### config.mk
export PLATFORM = sky130hd
export DESIGN_NAME = jk_cell_arbiter_flat
export DESIGN_NICKNAME = d
export VERILOG_FILES = /design/src/rtl/jk_cell_arbiter_if.sv /design/src/rtl/jk_cell_arbiter.sv /design/src/flat_wrapper.sv
export SDC_FILE = /design/constraint.sdc
export NUM_CORES = 1
export LEC_CHECK = 0
export CAP_MARGIN = 15
export CORE_MARGIN = 10
export CORE_UTILIZATION = 46
export DETAILED_ROUTE_END_ITERATION = 6
export PLACE_DENSITY = 0.82
export SKIP_CTS_REPAIR_TIMING = 1
export SYNTH_ARGS = -nofsm -noshare
export SYNTH_HDL_FRONTEND = slang
export SYNTH_SLANG_ARGS = --single-unit
### constraint.sdc
create_clock -name clk -period 2.65 [get_ports clk]
set_input_delay 0.265 -clock clk [delete_from_list [all_inputs] [get_ports clk]]
set_output_delay 0.265 -clock clk [all_outputs]
set_load 0.03 [all_outputs]
### src/rtl/jk_cell_arbiter_if.sv
// Requester-side command/response bundle for jk_cell_arbiter.
// Two requesters share the signals; bit r (or slice r) belongs to requester r.
interface jk_cell_arbiter_if #(
    parameter int unsigned IDX_W = 3
);
    logic [1:0]         req_valid;
    logic [1:0]         req_ready;
    logic [3:0]         req_op;
    logic [2*IDX_W-1:0] req_idx;
    logic [1:0]         rsp_valid;
    logic               rsp_q;
    logic               rsp_err;

    modport master (
        output req_valid, req_op, req_idx,
        input  req_ready, rsp_valid, rsp_q, rsp_err
    );

    modport slave (
        input  req_valid, req_op, req_idx,
        output req_ready, rsp_valid, rsp_q, rsp_err
    );
endinterface

### src/rtl/jk_cell_arbiter.sv
// Two-requester round-robin arbiter driving the J/K pins of a bank of
// master-slave JK cells for one clock per command and returning settled Q.
module jk_cell_arbiter #(
    parameter int unsigned N_CELLS = 6,
    parameter int unsigned IDX_W   = 3
) (
    input  logic               clk,
    input  logic               rst_n,
    jk_cell_arbiter_if.slave   bus,
    output logic               busy,
    output logic [N_CELLS-1:0] jk_j,
    output logic [N_CELLS-1:0] jk_k,
    input  logic [N_CELLS-1:0] cell_q
);

    localparam int unsigned IDX_SPAN = 1 << IDX_W;
    localparam logic [IDX_W:0] CELL_LIMIT = (IDX_W+1)'(N_CELLS);

    typedef enum logic [1:0] {
        ST_IDLE   = 2'd0,
        ST_ISSUE  = 2'd1,
        ST_SETTLE = 2'd2,
        ST_RESP   = 2'd3
    } state_t;

    state_t               r_state, w_state_nxt;
    logic [IDX_W-1:0]     r_idx, w_idx_nxt;
    logic                 r_gnt, w_gnt_nxt;
    logic                 r_in_range, w_in_range_nxt;
    logic                 r_prio, w_prio_nxt;
    logic                 r_busy, w_busy_nxt;
    logic [N_CELLS-1:0]   r_jk_j, w_jk_j_nxt;
    logic [N_CELLS-1:0]   r_jk_k, w_jk_k_nxt;
    logic [1:0]           r_rsp_valid, w_rsp_valid_nxt;
    logic                 r_rsp_q, w_rsp_q_nxt;
    logic                 r_rsp_err, w_rsp_err_nxt;

    logic                 w_any_valid;
    logic                 w_grant;
    logic                 w_hs;
    logic [1:0]           w_op_in;
    logic [IDX_W-1:0]     w_idx_in;
    logic                 w_in_range_in;
    logic [N_CELLS-1:0]   w_onehot;
    logic [IDX_SPAN-1:0]  w_q_pad;

    // Grant: single requester wins outright, contention resolved by prio.
    always_comb begin
        w_grant = 1'b0;
        case (bus.req_valid)
            2'b10:   w_grant = 1'b1;
            2'b11:   w_grant = r_prio;
            default: w_grant = 1'b0;
        endcase
    end

    assign w_any_valid   = |bus.req_valid;
    assign w_hs          = rst_n && (r_state == ST_IDLE) && w_any_valid;
    assign w_op_in       = w_grant ? bus.req_op[3:2] : bus.req_op[1:0];
    assign w_idx_in      = w_grant ? bus.req_idx[2*IDX_W-1:IDX_W] : bus.req_idx[IDX_W-1:0];
    assign w_in_range_in = {1'b0, w_idx_in} < CELL_LIMIT;
    assign w_onehot      = N_CELLS'(1) << w_idx_in;
    // Padding lets an out-of-range index select a harmless zero bit.
    assign w_q_pad       = IDX_SPAN'(cell_q);

    assign bus.req_ready = w_hs ? {w_grant, ~w_grant} : 2'b00;
    assign bus.rsp_valid = r_rsp_valid;
    assign bus.rsp_q     = r_rsp_q;
    assign bus.rsp_err   = r_rsp_err;
    assign busy          = r_busy;
    assign jk_j          = r_jk_j;
    assign jk_k          = r_jk_k;

    // Next-state and registered-output decode; J/K default to idle-low.
    always_comb begin
        w_state_nxt     = r_state;
        w_idx_nxt       = r_idx;
        w_gnt_nxt       = r_gnt;
        w_in_range_nxt  = r_in_range;
        w_prio_nxt      = r_prio;
        w_jk_j_nxt      = '0;
        w_jk_k_nxt      = '0;
        w_rsp_valid_nxt = 2'b00;
        w_rsp_q_nxt     = r_rsp_q;
        w_rsp_err_nxt   = r_rsp_err;
        case (r_state)
            ST_IDLE: begin
                if (w_hs) begin
                    w_state_nxt    = ST_ISSUE;
                    w_idx_nxt      = w_idx_in;
                    w_gnt_nxt      = w_grant;
                    w_in_range_nxt = w_in_range_in;
                    w_prio_nxt     = ~w_grant;
                    if (w_in_range_in) begin
                        w_jk_j_nxt = w_onehot & {N_CELLS{w_op_in[1]}};
                        w_jk_k_nxt = w_onehot & {N_CELLS{w_op_in[0]}};
                    end
                end
            end
            ST_ISSUE: w_state_nxt = ST_SETTLE;
            ST_SETTLE: begin
                w_state_nxt     = ST_RESP;
                w_rsp_valid_nxt = {r_gnt, ~r_gnt};
                w_rsp_q_nxt     = r_in_range & w_q_pad[r_idx];
                w_rsp_err_nxt   = ~r_in_range;
            end
            ST_RESP:  w_state_nxt = ST_IDLE;
            default:  w_state_nxt = ST_IDLE;
        endcase
        w_busy_nxt = (w_state_nxt != ST_IDLE);
    end

    always_ff @(posedge clk) begin
        if (!rst_n) begin
            r_state     <= ST_IDLE;
            r_idx       <= '0;
            r_gnt       <= 1'b0;
            r_in_range  <= 1'b0;
            r_prio      <= 1'b0;
            r_busy      <= 1'b0;
            r_jk_j      <= '0;
            r_jk_k      <= '0;
            r_rsp_valid <= 2'b00;
            r_rsp_q     <= 1'b0;
            r_rsp_err   <= 1'b0;
        end else begin
            r_state     <= w_state_nxt;
            r_idx       <= w_idx_nxt;
            r_gnt       <= w_gnt_nxt;
            r_in_range  <= w_in_range_nxt;
            r_prio      <= w_prio_nxt;
            r_busy      <= w_busy_nxt;
            r_jk_j      <= w_jk_j_nxt;
            r_jk_k      <= w_jk_k_nxt;
            r_rsp_valid <= w_rsp_valid_nxt;
            r_rsp_q     <= w_rsp_q_nxt;
            r_rsp_err   <= w_rsp_err_nxt;
        end
    end

endmodule

### src/flat_wrapper.sv
// flat-port wrapper written by rule: the top's interface ports become plain ports
module jk_cell_arbiter_flat 
#(
    parameter int unsigned N_CELLS = 6,
    parameter int unsigned IDX_W   = 3
)
  (clk, rst_n, busy, jk_j, jk_k, cell_q, bus_req_valid, bus_req_op, bus_req_idx, bus_req_ready, bus_rsp_valid, bus_rsp_q, bus_rsp_err);
  jk_cell_arbiter_if #(.IDX_W(IDX_W)) bus_i ();
  input  logic clk;
  input  logic rst_n;
  output logic busy;
  output logic [N_CELLS-1:0] jk_j;
  output logic [N_CELLS-1:0] jk_k;
  input  logic [N_CELLS-1:0] cell_q;
  input wire logic [$bits(bus_i.req_valid)-1:0] bus_req_valid;
  input wire logic [$bits(bus_i.req_op)-1:0] bus_req_op;
  input wire logic [$bits(bus_i.req_idx)-1:0] bus_req_idx;
  output wire logic [$bits(bus_i.req_ready)-1:0] bus_req_ready;
  output wire logic [$bits(bus_i.rsp_valid)-1:0] bus_rsp_valid;
  output wire logic [$bits(bus_i.rsp_q)-1:0] bus_rsp_q;
  output wire logic [$bits(bus_i.rsp_err)-1:0] bus_rsp_err;
  assign bus_i.req_valid = bus_req_valid;
  assign bus_i.req_op = bus_req_op;
  assign bus_i.req_idx = bus_req_idx;
  assign bus_req_ready = bus_i.req_ready;
  assign bus_rsp_valid = bus_i.rsp_valid;
  assign bus_rsp_q = bus_i.rsp_q;
  assign bus_rsp_err = bus_i.rsp_err;
  jk_cell_arbiter #(.N_CELLS(N_CELLS), .IDX_W(IDX_W)) u_core (.clk(clk), .rst_n(rst_n), .bus(bus_i), .busy(busy), .jk_j(jk_j), .jk_k(jk_k), .cell_q(cell_q));
endmodule
==> summary.log, run 1 <==
INFO  synth          synth-seq-cells=25
INFO  synth          register_area_share_after_synthesis=46.6%
INFO  sta            worst-slew-pin-transition=0.600ns
INFO  cells_and_area num_antenna_cells=0
INFO  drt            drt-total-wl=2710um
INFO  cells_and_area drive_above_1_share=7.24%
INFO  synth          synthesized_netlist_cell_count=112
INFO  cts            path_clk_slew=0.13ns
INFO  synth          asyncSetResetFlopFracSynth=0%
INFO  die            floorplan.die_area=4670um^2
INFO  synth          syn-mean-instance-area=9.60um^2
INFO  setup_path     setup.worst_path.end_class=output port
INFO  setup_path     cell_by_cell_trace_of_the_critical_path=inv_1 -> ha_1 -> and2_1 -> o21ai_1 -> nor2_1 -> clkdlybuf4s50_1
INFO  worst_hold_path holdCritPathClass=flip-flop to flip-flop
INFO  synth          yosys_warnings=0
INFO  drt            top_layer=met4
INFO  cts            cts_htree_levels=1
INFO  cts            clock_sinks=25
INFO  synth          yosysUniqueCellTypes=34
INFO  drt            wl_per_cell=15.0um
INFO  pwr            share_seq_of_total_power=45.7%
INFO  setup_path     worstPathRequired=2.38ns
INFO  cells_and_area fill_cells=198
INFO  synth          synth_top_cell_by_area=sky130_fd_sc_hd__dfxtp_1
INFO  synth          most_numerous_cell_types_in_the_synthesized_netlist=sky130_fd_sc_hd__dfxtp_1, sky130_fd_sc_hd__a21oi_1, sky130_fd_sc_hd__nor3_1
INFO  grt            overflow=0
INFO  setup_path     critical_path_peak_fanout=7
INFO  grt            grt_pass1_vias=983
INFO  cells_and_area nets=175
INFO  pwr            net-switching-power=0.367mW
INFO  synth          netlist_area=1070um^2
INFO  die            rows=17
INFO  pwr            p_total=1.05mW
INFO  placement      globalplace.congestion=0.867
INFO  run_status     run_status=finished clean
INFO  pwr            combinationalPowerShare=38.9%
INFO  setup_path     critical_path_buf_inv_count=2
INFO  pwr            static-leakage-power=0.589nW
INFO  drt            wl_met3=275um
INFO  setup_path     cp_data_arrival_time=2.11ns
INFO  pwr            power_frac_clock=15.4%
INFO  synth          synth_top_area_share=46.6%
INFO  pwr            power_per_cell_area=701nW/um^2
INFO  sta            timing.max_slew.rel_slack=59.7%
INFO  pwr            power.ir.vdd_worst=0.475mV
INFO  pwr            internal_power=0.684mW
INFO  cts            cts_tree=done
INFO  cells_and_area final_util=67.8%
INFO  cts            numCtsBuffers=3
INFO  die            core-area=2210um^2
INFO  sta            finalHoldWorstSlack=0.448ns
INFO  synth          synthMostInstantiatedCell=sky130_fd_sc_hd__dfxtp_1
INFO  die            initial_core_util=48.6%
INFO  synth          postSynth.topFlopCell=sky130_fd_sc_hd__dfxtp_1
INFO  sta            achievable-frequency=0.420GHz
INFO  flow_run       max_cap_viol_count=0
INFO  cells_and_area final-instance-count-excl-fill=180
INFO  setup_path     critical-path-top-delay-family=buffers and inverters
INFO  cells_and_area syn_to_final_growth=39.6%
INFO  sta            timing.final.crit_share=89.8%
INFO  drt            drt_pass1_iterations=5
INFO  cts            clk_path_buf_depth=2
INFO  cts            clk_latency=0.30ns
INFO  placement      dp.final_hpwl=2220um
INFO  synth          synth_enable_flop_cells=0
INFO  setup_path     critPathSlowestCell=sky130_fd_sc_hd__clkdlybuf4s50_1
INFO  drt            route.met2.wl=1340um
INFO  grt            groute.usage.overall=11.9%
INFO  grt            antenna_violations_before_repair=0
INFO  drt            via_count=984
INFO  pwr            switching_share=34.9%
INFO  die            ioPinCount=39
INFO  sta            setup_tns=0ns
INFO  drt            post-route-drc-count=0
INFO  synth          synthTopCellsByArea=sky130_fd_sc_hd__dfxtp_1, sky130_fd_sc_hd__a21oi_1, sky130_fd_sc_hd__mux2i_1
INFO  sta            report.final.hold_viol_count=0
INFO  drt            final_antenna_net_count=0
INFO  die            die_h=68.3um
INFO  die            die_x=68.3um
INFO  grt            grt_max_degree=15
INFO  cts            clockRootBuffer=sky130_fd_sc_hd__clkbuf_4
INFO  sta            grt_setup_unrepaired=no
INFO  sta            finalSetupViolations=0
INFO  sta            timing.final.max_slew_violations=0
INFO  grt            grt_first_pass_wirelength=4430um
INFO  setup_path     worst-setup-path-type=flip-flop to output port
INFO  placement      place.detailed.instances=176
INFO  placement      port_buffers=38
INFO  setup_path     cpPeakStageDelay=0.69ns
INFO  sta            finalClockSkew=0.00420ns
INFO  sta            timing.final.crit_period=2.38ns
INFO  setup_path     critical_path.startpoint_type=flip-flop
INFO  drt            via_per_inst=5.47
INFO  drt            drt_iter0_drc=20
INFO  synth          postSynthNetCount=134
INFO  drt            drt-met1-wl=1050um
==> per-stage QoR <==
stage	area (um^2)	setup slack [ns]
final	1500	0.270
after global routing	1500	0.154
after CTS	1500	0.271
after detailed placement	1470	0.338
after global placement	1470	0.386
after floorplan	1070	1.00
==> placed cells by master (no fill, tap or decap), drive strengths merged, types with 5 or more instances in the layout <==
cell	Yosys	layout
a21oi	8	8
inv	5	5
clkdlybuf4s50	0	38
o21ai	8	8
and3	5	5
nor3	7	7
and2	5	5
dfxtp	25	25
nor2b	5	5
==> logic make-up after synthesis <==
group | count (synthesis) | share of synthesized area [%]
simple gates | 42 | 23.3
compound gates | 29 | 17.3
flops | 25 | 46.6
buf+inv | 9 | 4.66
mux | 5 | 5.82
fa+ha+maj | 2 | 2.33
==> worst reg2reg max path, stage by stage, from the launching register on <==
cell	delay (ns)
sky130_fd_sc_hd__dfxtp_1	0.33
sky130_fd_sc_hd__inv_1	0.08
sky130_fd_sc_hd__ha_1	0.29
sky130_fd_sc_hd__and2_1	0.21
sky130_fd_sc_hd__o21ai_1	0.10
sky130_fd_sc_hd__buf_4	0.18
sky130_fd_sc_hd__a211oi_1	0.22
sky130_fd_sc_hd__a21oi_1	0.07
==> worst paths after layout <==
path,depth (start not counted),to,slack [ns],startpoint
setup / recovery,6,bus_req_ready[0],0.27,u_core.r_state[0]
hold / removal,1,u_core.bus.rsp_valid[0],0.45,u_core.r_gnt
setup reg to reg,7,u_core.r_idx[1],1.08,u_core.r_state[0]
hold reg to reg,1,u_core.bus.rsp_valid[0],0.45,u_core.r_gnt
==> power by group through the flow <==
stage          Sequential (mW)  Clock, mW  Combinational, mW
6_report                 0.481      0.162              0.409
5_1_grt                  0.489      0.181              0.449
4_1_cts                  0.481      0.165              0.410
3_5_place_dp             0.490          0              0.408
3_3_place_gp             0.486          0              0.393
2_1_floorplan            0.528          0              0.225
==> routing by layer <==
metal,GRT usage [%],up-vias
li1,-,487
met1,13.1,444
met2,21.5,47
met4,3.52,0
met3,3.59,6
met5,0,-
==> cell type report <==
type	instances	area (um^2)	share of cell area, %
clock buffer	4	26.3	1.75
inverter	5	18.8	1.25
multi-input combinational	78	524	34.9
sequential	25	500	33.4
tap	28	35.0	2.34
timing repair buffer	40	395	26.4
==> flip-flops by register name (all words and copies together) (netlist names) <==
| signal | count |
|---|---|
| u_core.jk_j | 6 |
| u_core.jk_k | 6 |
| u_core.r_idx | 3 |
| u_core.bus.rsp_valid | 2 |
| u_core.r_state | 2 |
| u_core.bus.rsp_err | 1 |
| u_core.bus.rsp_q | 1 |
| u_core.busy | 1 |
| u_core.r_gnt | 1 |
| u_core.r_in_range | 1 |
| u_core.r_prio | 1 |
Power figures use the tool's default switching activity.
==> run 2, diff against run 1 <==
PLACE_DENSITY = 0.92   (was 0.82)
==> summary.log, run 2 (same netlist as run 1, synthesis figures left out) <==
INFO  cells_and_area num_antenna_cells=0 [unchanged]
INFO  cts            clockRootBuffer=sky130_fd_sc_hd__clkbuf_4
INFO  die            floorplan.die_area=4670um^2 [unchanged]
INFO  cts            cts_htree_levels=1 [unchanged]
INFO  sta            grt_setup_unrepaired=no
INFO  placement      globalplace.congestion=0.768 [-11%]
INFO  cts            clk_path_buf_depth=2 [unchanged]
INFO  die            ioPinCount=39 [unchanged]
INFO  sta            report.final.hold_viol_count=0 [unchanged]
INFO  placement      pre_cts_slack=0.331ns [-0.00665 ns]
INFO  sta            finalClockSkew=0.00490ns [+0.000701 ns]
INFO  die            initial_core_util=48.6% [unchanged]
INFO  cells_and_area drive_above_1_share=7.24% [unchanged]
INFO  drt            via_count=984 [unchanged]
INFO  grt            grt-busiest-layer=met2
INFO  cells_and_area commonest_cells_after_routing_fill_and_taps_aside=sky130_fd_sc_hd__clkdlybuf4s50_1, sky130_fd_sc_hd__dfxtp_1, sky130_fd_sc_hd__a21oi_1, sky130_fd_sc_hd__nor3_1, sky130_fd_sc_hd__o21ai_0
INFO  placement      dp.final_hpwl=2190um [-1.1%]
INFO  cts            path_clk_slew=0.13ns [about the same]
INFO  cts            clock_sinks=25 [unchanged]
INFO  setup_path     worst_setup_path_startpoint=u_core.r_state[0]
INFO  die            core-area=2210um^2 [unchanged]
INFO  setup_path     critical_path.startpoint_type=flip-flop
INFO  sta            timing.final.crit_share=89.1% [-0.68 points]
INFO  cells_and_area final_area=1500um^2 [unchanged]
INFO  flow_run       max_cap_viol_count=0 [unchanged]
INFO  sta            timing.max_slew.rel_slack=58.8% [-0.94 points]
INFO  die            rows=17 [unchanged]
INFO  setup_path     critPathSlowestCell=sky130_fd_sc_hd__clkdlybuf4s50_1
INFO  sta            finalSetupViolations=0 [unchanged]
INFO  cells_and_area final-instance-count-excl-fill=180 [unchanged]
INFO  drt            via_per_inst=5.47 [unchanged]
INFO  grt            grt_use_met1=13.9% [+0.73 points]
INFO  setup_path     worst-setup-path-type=flip-flop to output port
INFO  setup_path     cell_by_cell_trace_of_the_critical_path=inv_1 -> ha_1 -> and2_1 -> o21ai_1 -> nor2_1 -> clkdlybuf4s50_1
INFO  cells_and_area final_common_cell=sky130_fd_sc_hd__clkdlybuf4s50_1
INFO  grt            grt_pass1_vias=985 [+0.20%]
INFO  setup_path     worstPathRequired=2.38ns [about the same]
INFO  placement      port_buffers=38 [unchanged]
INFO  setup_path     cpPeakStageDelay=0.70ns [about the same]
INFO  pwr            static-leakage-power=0.589nW [unchanged]
INFO  worst_hold_path hold_start=u_core.r_gnt
INFO  grt            overflow=0 [unchanged]
INFO  grt            antenna_violations_before_repair=0 [unchanged]
INFO  grt            groute.usage.overall=12.5% [+0.55 points]
INFO  sta            achievable-frequency=0.423GHz [+0.76%]
INFO  cells_and_area syn_to_final_growth=39.6% [unchanged]
INFO  drt            drt_pass1_iterations=5 [unchanged]
INFO  setup_path     critical_path_peak_fanout=7 [unchanged]
INFO  sta            setup_tns=0ns [unchanged]
INFO  grt            grt.met2_usage=21.9% [+0.35 points]
INFO  worst_hold_path holdCritPathClass=flip-flop to flip-flop
INFO  sta            layout_setup_ws=0.288ns [+0.0180 ns]
INFO  grt            grt_max_degree=15 [unchanged]
INFO  setup_path     timing.rr.start=u_core.r_state[0]
INFO  setup_path     worst-path-stages=6 [unchanged]
INFO  worst_hold_path hold-path-cell-count=1 [unchanged]
INFO  setup_path     timing.reg2reg.worst_path_depth=5 [-2]
INFO  pwr            power_per_cell_area=700nW/um^2 [-0.10%]
INFO  sta            timing.final.crit_period=2.36ns [-0.0180 ns]
INFO  drt            wl_per_cell=14.9um [-1.1%]
INFO  drt            drt_iter0_drc=35 [+75%]
INFO  sta            timing.final.max_slew_violations=0 [unchanged]
INFO  drt            post-route-drc-count=0 [unchanged]
INFO  pwr            power.ir.vdd_worst=0.649mV [+37%]
INFO  cts            cts_tree=done
INFO  cts            clk_latency=0.31ns [about the same]
INFO  pwr            p_total=1.05mW [-0.10%]
INFO  die            die_x=68.3um [unchanged]
INFO  placement      place_area=1470um^2 [unchanged]
INFO  setup_path     critical_path_buf_inv_count=2 [unchanged]
INFO  setup_path     setup.worst_path.end_class=output port
INFO  sta            finalHoldWorstSlack=0.453ns [+0.00514 ns]
INFO  cells_and_area nets=175 [unchanged]
INFO  die            die_h=68.3um [unchanged]
INFO  grt            grt_first_pass_wirelength=4470um [+0.95%]
INFO  setup_path     cp_data_arrival_time=2.10ns [about the same]
INFO  drt            drt-total-wl=2680um [-1.1%]
INFO  sta            worst-slew-pin-transition=0.614ns [+0.0140 ns]
INFO  run_status     run_status=finished clean
INFO  grt            grt_util_met3=3.43% [-0.16 points]
INFO  placement      place.detailed.instances=176 [unchanged]
INFO  cells_and_area final_util=67.8% [unchanged]
INFO  setup_path     critical-path-top-delay-family=buffers and inverters
INFO  drt            final_antenna_net_count=0 [unchanged]
INFO  cts            numCtsBuffers=3 [unchanged]
-- run 2: per-layer routing --
layer,wire length [um],part of all wire (%),up-vias
li1,-,-,494
met1,1130,42,454
met2,1320,49,34
met3,197,7.4,2
met4,21,0.79,0
met5,0,0,-
-- run 2: report_power, final --
part           internal [mW]  total, mW  switching, mW
clock                 0.0588      0.165          0.106
combinational          0.182      0.403          0.221
sequential             0.443      0.483         0.0399
total                  0.684       1.05          0.367
-- run 2: area by class of cell --
cell class	instances	area, um^2
Sequential cell	25	500
Multi-Input combinational cell	78	524
Inverter	5	18.8
Timing Repair Buffer	40	395
Fill cell	199	712
Tap cell	28	35.0
Clock buffer	4	26.3
-- run 2: worst paths after layout --
kind,slack (ns),endpoint
worst max-delay path,0.29,bus_req_ready[0]
worst min-delay path,0.45,u_core.bus.rsp_valid[0]
worst max register to register,1.09,u_core.jk_j[3]
worst min register to register,0.45,u_core.bus.rsp_valid[0]
==> run 3, diff against run 2 <==
--- a/config.mk
+++ b/config.mk
@@ -10,5 +10,5 @@
 export CORE_UTILIZATION = 46
 export DETAILED_ROUTE_END_ITERATION = 6
-export PLACE_DENSITY = 0.92
+export PLACE_DENSITY = 0.82
 export SKIP_CTS_REPAIR_TIMING = 1
 export SYNTH_ARGS = -nofsm -noshare
==> constraint.sdc (replaced) <==
create_clock -name clk -period 2.65 [get_ports clk]
set_input_delay 0.265 -clock clk [delete_from_list [all_inputs] [get_ports clk]]
set_output_delay 0.265 -clock clk [all_outputs]
set_load 0.05 [all_outputs]
==> summary.log, run 3 (same netlist as run 1, synthesis figures left out) <==
INFO  sta            report.final.hold_viol_count=0 [unchanged]
INFO  sta            finalSetupViolations=0 [unchanged]
INFO  placement      place.detailed.instances=174 [-1.1%]
INFO  grt            overflow=0 [unchanged]
INFO  cells_and_area num_antenna_cells=0 [unchanged]
INFO  drt            wl_per_cell=15.2um [+2.3%]
INFO  sta            finalClockSkew=0.00978ns [+0.00487 ns]
INFO  sta            timing.max_slew.rel_slack=58.2% [-0.55 points]
INFO  cells_and_area commonest_cells_after_routing_fill_and_taps_aside=sky130_fd_sc_hd__clkdlybuf4s50_1, sky130_fd_sc_hd__dfxtp_1, sky130_fd_sc_hd__a21oi_1, sky130_fd_sc_hd__nor3_1, sky130_fd_sc_hd__o21ai_0
INFO  sta            worst-slew-pin-transition=0.622ns [+0.00817 ns]
INFO  die            ioPinCount=39 [unchanged]
INFO  drt            post-route-drc-count=0 [unchanged]
INFO  drt            drt_iter0_drc=53 [+51%]
INFO  sta            timing.final.max_slew_violations=0 [unchanged]
INFO  pwr            power.ir.vdd_worst=0.590mV [-9.1%]
INFO  placement      port_buffers=38 [unchanged]
INFO  cts            cts_htree_levels=1 [unchanged]
INFO  cells_and_area fill_cells=189 [-5.0%]
INFO  grt            grt_first_pass_wirelength=4480um [+0.16%]
INFO  grt            grt_use_met1=13.8% [-0.039 points]
INFO  cells_and_area final_common_cell=sky130_fd_sc_hd__clkdlybuf4s50_1
INFO  pwr            static-leakage-power=0.589nW [about the same]
INFO  placement      globalplace.congestion=0.869 [+13%]
INFO  drt            via_per_inst=5.48 [+0.30%]
INFO  cts            numCtsBuffers=3 [unchanged]
INFO  die            die_h=68.3um [unchanged]
INFO  sta            layout_setup_ws=0.503ns [+0.215 ns]
INFO  placement      pre_cts_slack=0.553ns [+0.222 ns]
INFO  grt            groute.usage.overall=12.0% [-0.44 points]
INFO  sta            timing.final.crit_period=2.15ns [-0.215 ns]
INFO  sta            achievable-frequency=0.466GHz [+10%]
INFO  grt            grt.met2_usage=21.7% [-0.12 points]
INFO  cells_and_area seq_area=500um^2 [unchanged]
INFO  cts            path_clk_slew=0.13ns [about the same]
INFO  setup_path     worst-setup-path-type=flip-flop to output port
INFO  cells_and_area nets=173 [-1.1%]
INFO  drt            drt-total-wl=2710um [+1.1%]
INFO  flow_run       max_cap_viol_count=0 [unchanged]
INFO  placement      dp.final_hpwl=2230um [+1.8%]
INFO  cts            clk_path_buf_depth=2 [unchanged]
INFO  setup_path     critical_path.startpoint_type=flip-flop
INFO  cells_and_area final-instance-count-excl-fill=178 [-1.1%]
INFO  pwr            p_total=1.10mW [+4.6%]
INFO  die            initial_core_util=48.6% [unchanged]
INFO  cells_and_area syn_to_final_growth=39.0%
INFO  die            core-area=2210um^2 [unchanged]
INFO  pwr            power_per_cell_area=735nW/um^2 [+5.0%]
INFO  run_status     run_status=finished clean
INFO  setup_path     critical_path_peak_fanout=10 [+3]
INFO  setup_path     cp_data_arrival_time=1.88ns [-0.22 ns]
INFO  grt            grt_util_met3=3.43% [unchanged]
INFO  cells_and_area multiInputGateArea=524um^2 [unchanged]
INFO  grt            antenna_violations_before_repair=0 [unchanged]
INFO  die            floorplan.die_area=4670um^2 [unchanged]
INFO  cts            clockRootBuffer=sky130_fd_sc_hd__clkbuf_4
INFO  worst_hold_path holdCritPathClass=flip-flop to flip-flop
INFO  grt            grt_pass1_vias=963 [-2.2%]
INFO  drt            final_antenna_net_count=0 [unchanged]
INFO  setup_path     worstPathRequired=2.38ns [about the same]
INFO  die            rows=17 [unchanged]
INFO  cts            clk_latency=0.32ns [about the same]
INFO  cts            cts_tree=done
INFO  drt            via_count=976 [-0.81%]
INFO  sta            timing.final.crit_share=81.0% [-8.1 points]
INFO  grt            grt_max_degree=15 [unchanged]
INFO  cells_and_area drive_above_1_share=8.00% [+0.76 points]
INFO  setup_path     setup.worst_path.end_class=output port
INFO  sta            setup_tns=0ns [unchanged]
INFO  grt            grt-busiest-layer=met2
INFO  drt            drt_pass1_iterations=4 [-1]
INFO  sta            grt_setup_unrepaired=no
INFO  die            die_x=68.3um [unchanged]
INFO  cts            clock_sinks=25 [unchanged]
INFO  cells_and_area final_util=67.5% [-0.28 points]
run 3: worst max-delay path, stage by stage, from the launching register on:
cell and delay [ns]:
sky130_fd_sc_hd__dfxtp_1 0.35, sky130_fd_sc_hd__inv_1 0.06, sky130_fd_sc_hd__ha_1 0.26, sky130_fd_sc_hd__and2_1 0.21, sky130_fd_sc_hd__o21ai_1 0.33, sky130_fd_sc_hd__nor2_1 0.17
sky130_fd_sc_hd__buf_12 0.19
run 3: cell type report:
type	count	area share, %
Inverter	5	1.26
Timing Repair Buffer	38	26.0
Multi-Input combinational cell	78	35.1
Tap cell	28	2.35
Clock inverter	1	0.335
Sequential cell	25	33.5
Clock buffer	3	1.51
run 3: report_power, final:
group / switching, mW / internal [mW] / total, mW
clock: 0.111 / 0.0564 / 0.168
sequential: 0.0397 / 0.443 / 0.483
combinational: 0.267 / 0.181 / 0.448
run 3: path summary, 6_finish.rpt:
kind                     start                 endpoint  slack (ns)  cells after the start
min               u_core.r_gnt  u_core.bus.rsp_valid[0]        0.44                      1
max          u_core.r_state[0]         bus_req_ready[0]        0.50                      6
max reg2reg  u_core.r_state[0]          u_core.r_idx[1]        1.09                      6
min reg2reg       u_core.r_gnt  u_core.bus.rsp_valid[0]        0.44                      1
run 3: per-stage QoR:
step	hold WS, ns	cell area, um^2
after floorplan	0.404	1070
after global placement	0.419	1470
after detailed placement	0.426	1470
after CTS	0.447	1490
after global routing	0.469	1490
final	0.443	1490
run 3: layer usage:
layer,routed length [um],share of wire (%)
met3,163,6.0
met2,1430,53
met1,1090,40
met4,20,0.74
met5,0,0
